===== src/rtl/gpioemu_axes.sv =====
// GPIO emulator with NUM_AXES output/latched-input fields on a 12-bit register bus plus countdown timer.
// Define GPIOEMU_AUTORELOAD_EN for a periodic timer; otherwise the timer is one-shot.
module gpioemu_axes #(
    parameter int unsigned      NUM_AXES    = 2,
    parameter int unsigned      AXIS_W      = 4,
    parameter int unsigned      AXIS_LSB    = 9,
    parameter int unsigned      AXIS_STRIDE = 12,
    parameter logic [11:0]      BASE_ADDR   = 12'h210,
    parameter int unsigned      CNT_W       = 8,
    parameter logic [CNT_W-1:0] CNT_INIT    = 'h56
) (
    input  logic                         clk,
    input  logic                         reset,
    input  logic [11:0]                  saddress,
    input  logic                         srd,
    input  logic                         swr,
    input  logic [31:0]                  sdata_in,
    output logic [31:0]                  sdata_out,
    input  logic [NUM_AXES*AXIS_W-1:0]   gpio_in,
    input  logic                         gpio_latch,
    output logic [NUM_AXES*AXIS_W-1:0]   gpio_out,
    output logic [31:0]                  gpio_in_s_insp,
    output logic                         irq
);

    localparam int unsigned G            = NUM_AXES * AXIS_W;
    localparam logic [11:0] TSTAT_ADDR   = BASE_ADDR + 12'(4 * NUM_AXES);
    localparam logic [11:0] TRELOAD_ADDR = TSTAT_ADDR + 12'd4;
    localparam logic [31:0] ACK_CODE     = 32'h20;

    logic             srd_q, swr_q, latch_q;
    logic [G-1:0]     gpio_out_q, gpio_out_d;
    logic [G-1:0]     gpio_in_s_q, gpio_in_s_d;
    logic [CNT_W-1:0] counter_q, counter_d;
    logic [CNT_W-1:0] reload_q, reload_d;
    logic             irq_q, irq_d;
    logic [31:0]      sdata_out_q, sdata_out_d;

    logic                rd_ev, wr_ev, latch_ev;
    logic [NUM_AXES-1:0] axis_hit;
    logic                tstat_hit, treload_hit, ack;
    logic [31:0]         rd_data;

    // Strobes act only on their sampled rising edge, so a held strobe is a single event.
    always_comb begin
        rd_ev    = srd & ~srd_q;
        wr_ev    = swr & ~swr_q;
        latch_ev = gpio_latch & ~latch_q;
    end

    always_comb begin
        axis_hit = '0;
        for (int unsigned k = 0; k < NUM_AXES; k++) begin
            axis_hit[k] = (saddress == (BASE_ADDR + 12'(4 * k)));
        end
        tstat_hit   = (saddress == TSTAT_ADDR);
        treload_hit = (saddress == TRELOAD_ADDR);
        ack         = wr_ev & tstat_hit & (sdata_in == ACK_CODE);
    end

    always_comb begin
        gpio_out_d = gpio_out_q;
        if (wr_ev) begin
            for (int unsigned k = 0; k < NUM_AXES; k++) begin
                if (axis_hit[k]) begin
                    gpio_out_d[k*AXIS_W +: AXIS_W] = sdata_in[AXIS_LSB + k*AXIS_STRIDE +: AXIS_W];
                end
            end
        end
    end

    always_comb begin
        gpio_in_s_d = latch_ev ? gpio_in : gpio_in_s_q;
    end

    // Read data is built from pre-edge state, so a coincident write is not visible.
    always_comb begin
        rd_data = '0;
        for (int unsigned k = 0; k < NUM_AXES; k++) begin
            if (axis_hit[k]) begin
                rd_data[AXIS_LSB + k*AXIS_STRIDE +: AXIS_W] = gpio_in_s_q[k*AXIS_W +: AXIS_W];
            end
        end
        if (tstat_hit) begin
            rd_data[5]          = irq_q;
            rd_data[8 +: CNT_W] = counter_q;
        end
        if (treload_hit) begin
            rd_data[CNT_W-1:0] = reload_q;
        end
        sdata_out_d = rd_ev ? rd_data : sdata_out_q;
    end

    always_comb begin
        reload_d  = (wr_ev & treload_hit) ? sdata_in[CNT_W-1:0] : reload_q;
        counter_d = counter_q;
        irq_d     = irq_q;
        if (ack) begin
            irq_d     = 1'b0;
            counter_d = reload_q;
        end else if (counter_q != '0) begin
            counter_d = counter_q - CNT_W'(1);
        end else begin
            irq_d = 1'b1;
`ifdef GPIOEMU_AUTORELOAD_EN
            counter_d = reload_q;
`else
            counter_d = counter_q;
`endif
        end
    end

    always_ff @(posedge clk or posedge reset) begin
        if (reset) begin
            srd_q       <= 1'b0;
            swr_q       <= 1'b0;
            latch_q     <= 1'b0;
            gpio_out_q  <= '0;
            gpio_in_s_q <= '0;
            counter_q   <= CNT_INIT;
            reload_q    <= CNT_INIT;
            irq_q       <= 1'b0;
            sdata_out_q <= '0;
        end else begin
            srd_q       <= srd;
            swr_q       <= swr;
            latch_q     <= gpio_latch;
            gpio_out_q  <= gpio_out_d;
            gpio_in_s_q <= gpio_in_s_d;
            counter_q   <= counter_d;
            reload_q    <= reload_d;
            irq_q       <= irq_d;
            sdata_out_q <= sdata_out_d;
        end
    end

    assign sdata_out      = sdata_out_q;
    assign gpio_out       = gpio_out_q;
    assign gpio_in_s_insp = 32'(gpio_in_s_q);
    assign irq            = irq_q;

endmodule


===== config.mk =====
export PLATFORM = sky130hd
export DESIGN_NAME = gpioemu_axes
export DESIGN_NICKNAME = d
export VERILOG_FILES = /design/src/rtl/gpioemu_axes.sv
export SDC_FILE = /design/constraint.sdc
export NUM_CORES = 1
export LEC_CHECK = 0
export BUFFER_PORTS_ARGS = -buffer_cell sky130_fd_sc_hd__buf_4
export CAP_MARGIN = 20
export CELL_PAD_IN_SITES_DETAIL_PLACEMENT = 0
export CELL_PAD_IN_SITES_GLOBAL_PLACEMENT = 1
export CORE_MARGIN = 2
export CORE_UTILIZATION = 35
export DETAILED_ROUTE_END_ITERATION = 6
export GPL_TIMING_DRIVEN = 0
export PLACE_DENSITY = 0.81
export SKIP_CTS_REPAIR_TIMING = 1
export SYNTH_ARGS = -nofsm -noshare
export SYNTH_HDL_FRONTEND = slang
export SYNTH_SLANG_ARGS = --single-unit

===== constraint.sdc =====
create_clock -name clk -period 5.9 [get_ports clk]
set_input_delay 0.59 -clock clk [delete_from_list [all_inputs] [get_ports clk]]
set_output_delay 0.59 -clock clk [all_outputs]
set_load 0.05 [all_outputs]

==> summary.txt <==
Setup path
  – Worst Setup End Kind: flop
  – Worst EP arrival: 2270 ps
  – Reg2reg start: counter_q[0]
  – CP required: 6090 ps
  – Critical path type: input pin to flop
  – FF-to-FF setup slack: 3850 ps
  – Reg-to-reg endpoint: counter_q[6]
  – Worst Reg-to-Reg Cells: 6
  – Worst Path Max Fanout: 9
  – Startpoint Class: input pin

Logic synthesis
  – Yosys warning count: 0
  – Synthesized area per cell: 12.3 sq um
  – Mapped Cells: 225
  – Post-synth EDFFs: 0
  – Async set or reset register ratio after synthesis: 100%
  – Netlist cell types: 37
  – Area leader, netlist: dfrtp_1
  – Synth top area cells: dfrtp_1 (43%), mux2_2 (11%), buf_4 (9.8%), dfstp_2 (7.6%), mux2_4 (3.8%)
  – Register area share after synthesis: 50.9%
  – Top_reg_cell synth: dfrtp_1
  – Post-Syn Area: 0.00277 sq mm
  – Seq cells post-synth: 56
  – Synth top area share: 43.4%

Clock tree
  – Num CTS Buffers: 5
  – CTS clk-pin slew, worst paths: 90 ps
  – Clock root buffer: clkbuf_8
  – TritonCTS clock tree: yes
  – Clk_lat worst skew: 310 ps
  – H-tree levels: 2
  – Clock tree buffer depth: 2
  – Clock sinks: 56

Place
  – Post-Place Cells: 456
  – RD Place Congestion: 0.766
  – IO Port Bufs: 93
  – Post-DP Area: 0.00375 sq mm

Cells and area
  – Fin cells: 464
  – Proportion of layout cells with a drive suffix above 1: 52.2%
  – FILL cells: 760
  – Ant diodes: 0
  – Final instance area: 0.00384 sq mm
  – Final nets: 419
  – Core Util, Final: 49.9%
  – Syn-to-layout area delta: 38.5%

Global route
  – Initial antenna violation count: 0
  – Global route overflow: 0
  – Vias in the first global route: 2059
  – Global-route wire length before repair: 10100 um
  – Largest net degree at the start of global routing: 44
  – Total GRT Usage: 14.8%

Timing
  – FMAX: 482 MHz
  – Hold WS: 230 ps
  – Min cycle time layout: 2070 ps
  – Unrepaired setup endpoints after global routing: false
  – Setup Viol. Count Final: 0
  – Worst slew pin tran: 645 ps
  – Max-slew violations: 0
  – Max_slew headroom: 56.9%
  – Clk_skew: 6.82 ps
  – Final Hold Viols: 0
  – Setup TNS: 0 ps
  – Final period util: 35.2%

Floorplanning
  – Num rows: 32
  – Initial Utilization: 36.0%
  – Core ar.: 0.00769 sq mm
  – Die area: 0.00864 sq mm
  – Die Wd: 93.0 um
  – Top-Level Pins: 130
  – Die H: 93.0 um

Power
  – Pleak: 2.01 nW
  – VDD IR max: 0.0957 mV
  – PwrDens: 205 mW/mm^2
  – Seq pwr share: 50.9%
  – Sw Ratio: 29.9%
  – Internal Pwr Total: 0.553 mW
  – P_sw: 0.236 mW
  – Clock power share: 27.0%
  – Combinational share of power: 22.2%

Route
  – WL per Instance: 13.1 um
  – Starting DRT DRC Count: 66
  – Drc violations: 0
  – Drt via density: 4.40
  – DR pass1 iterations: 4
  – WL final: 6080 um
  – ANT nets after route: 0
  – Vias: 2043

Job
  – Max Cap Violations: 0

Worst hold path
  – Worst min path class: input pin to asynchronous set/reset pin

Status
  – Outcome: finished clean
==> power groups by stage <==
stage	Sequential, mW	Clock, mW	Combinational, mW
floorplan	0.436	0	0.0928
global route	0.402	0.242	0.185
detailed placement	0.408	0	0.175
finish	0.401	0.212	0.175
global placement	0.407	0	0.172
CTS	0.401	0.223	0.176
==> cell type report <==
type	count	area, sq um	area share [%]
Buffer	43	304	7.92
Multi-Input combinational cell	157	1170	30.5
Sequential cell	56	1410	36.8
Timing Repair Buffer	94	718	18.7
Inverter	4	15.0	0.391
Tap cell	102	128	3.33
Clock buffer	8	90.1	2.35
==> worst max path at each step <==
| stage | start | endpoint | slack (ps) |
|---|---|---|---|
| 2_1_floorplan | saddress[11] | counter_q[0] | 3770 |
| 3_3_place_gp | reset | latch_q | 3200 |
| 3_5_place_dp | saddress[11] | gpio_out[5] | 3480 |
| 4_1_cts | saddress[11] | gpio_out[5] | 3820 |
| 5_1_grt | saddress[11] | gpio_out[5] | 3720 |
| 6_report | saddress[11] | counter_q[5] | 3830 |
==> synth_stat cells, types with 2 or more instances <==
| cell type | number |
|---|---|
| o21ai_0 | 2 |
| nor2b_1 | 4 |
| nor2_1 | 4 |
| dfstp_2 | 8 |
| and2_1 | 5 |
| clkbuf_1 | 6 |
| a22o_1 | 11 |
| a31o_2 | 4 |
| o31ai_1 | 6 |
| xnor2_1 | 2 |
| nor3b_1 | 2 |
| mux2i_1 | 7 |
| inv_1 | 4 |
| dfrtp_1 | 48 |
| nor4_1 | 9 |
| nand2_1 | 8 |
| mux2_4 | 7 |
| or4_1 | 2 |
| nand4_1 | 3 |
| nand2b_1 | 2 |
| a21oi_1 | 2 |
| buf_4 | 36 |
| nor3_1 | 4 |
| mux2_2 | 26 |
==> routing by layer <==
metal	routed length (um)	global-route usage (%)	vias to the layer above
li1	-	-	1008
met1	2530	18.3	934
met2	2930	25.0	90
met3	522	4.07	11
met4	103	4.66	0
met5	0	0	-
==> through the flow <==
stage / setup slack, ps / total power, mW
floorplan: 3770 / 0.528
global placement: 3200 / 0.579
detailed placement: 3480 / 0.583
CTS: 3820 / 0.799
global route: 3720 / 0.829
finish: 3830 / 0.788
==> cells by family (layout without fill, tap and decap cells) <==
kind of cell	Yosys count	count (layout)	synth area share (%)
multiplexers	40	40	16.9
AND/OR/NAND/NOR	52	52	12.1
buffers and inverters	47	149	11.5
XOR/XNOR	2	2	0.632
AO/OA/AOI/OAI	26	26	7.36
other	1	36	0.135
flip-flops	56	56	50.9
adder cells (fa/ha/maj)	1	1	0.452
==> sequential cells by signal, summed over array words and instances (netlist names) <==
| register | cells |
|---|---|
| srd_q | 1 |
| gpio_in_s_q | 8 |
| counter_q | 8 |
| latch_q | 1 |
| gpio_out | 8 |
| swr_q | 1 |
| sdata_out | 20 |
| reload_q | 8 |
| irq | 1 |
==> worst max-delay path: stages <==
cell,delay [ps]
buf_4,120
nor4_4,330
nand4b_2,240
or4_4,530
buf_6,170
mux2_4,290
==> placed cells by master (no fill, tap or decap), types with 2 or more instances in the layout <==
master / n
dfrtp_1: 48
and2_1: 5
o31ai_1: 6
o21ai_0: 2
nand2b_1: 2
nand4_1: 3
buf_4: 129
xnor2_1: 2
clkbuf_1: 8
nor2b_1: 4
nor3_1: 4
mux2_2: 26
conb_1: 36
inv_1: 3
a21oi_1: 2
nor4_1: 9
or4_1: 2
nand2_1: 8
mux2i_1: 7
nor3b_1: 2
a31o_2: 4
a22o_1: 11
dfstp_2: 8
mux2_4: 7
clkbuf_8: 6
nor2_1: 4
(Power assumes the default switching activity.)
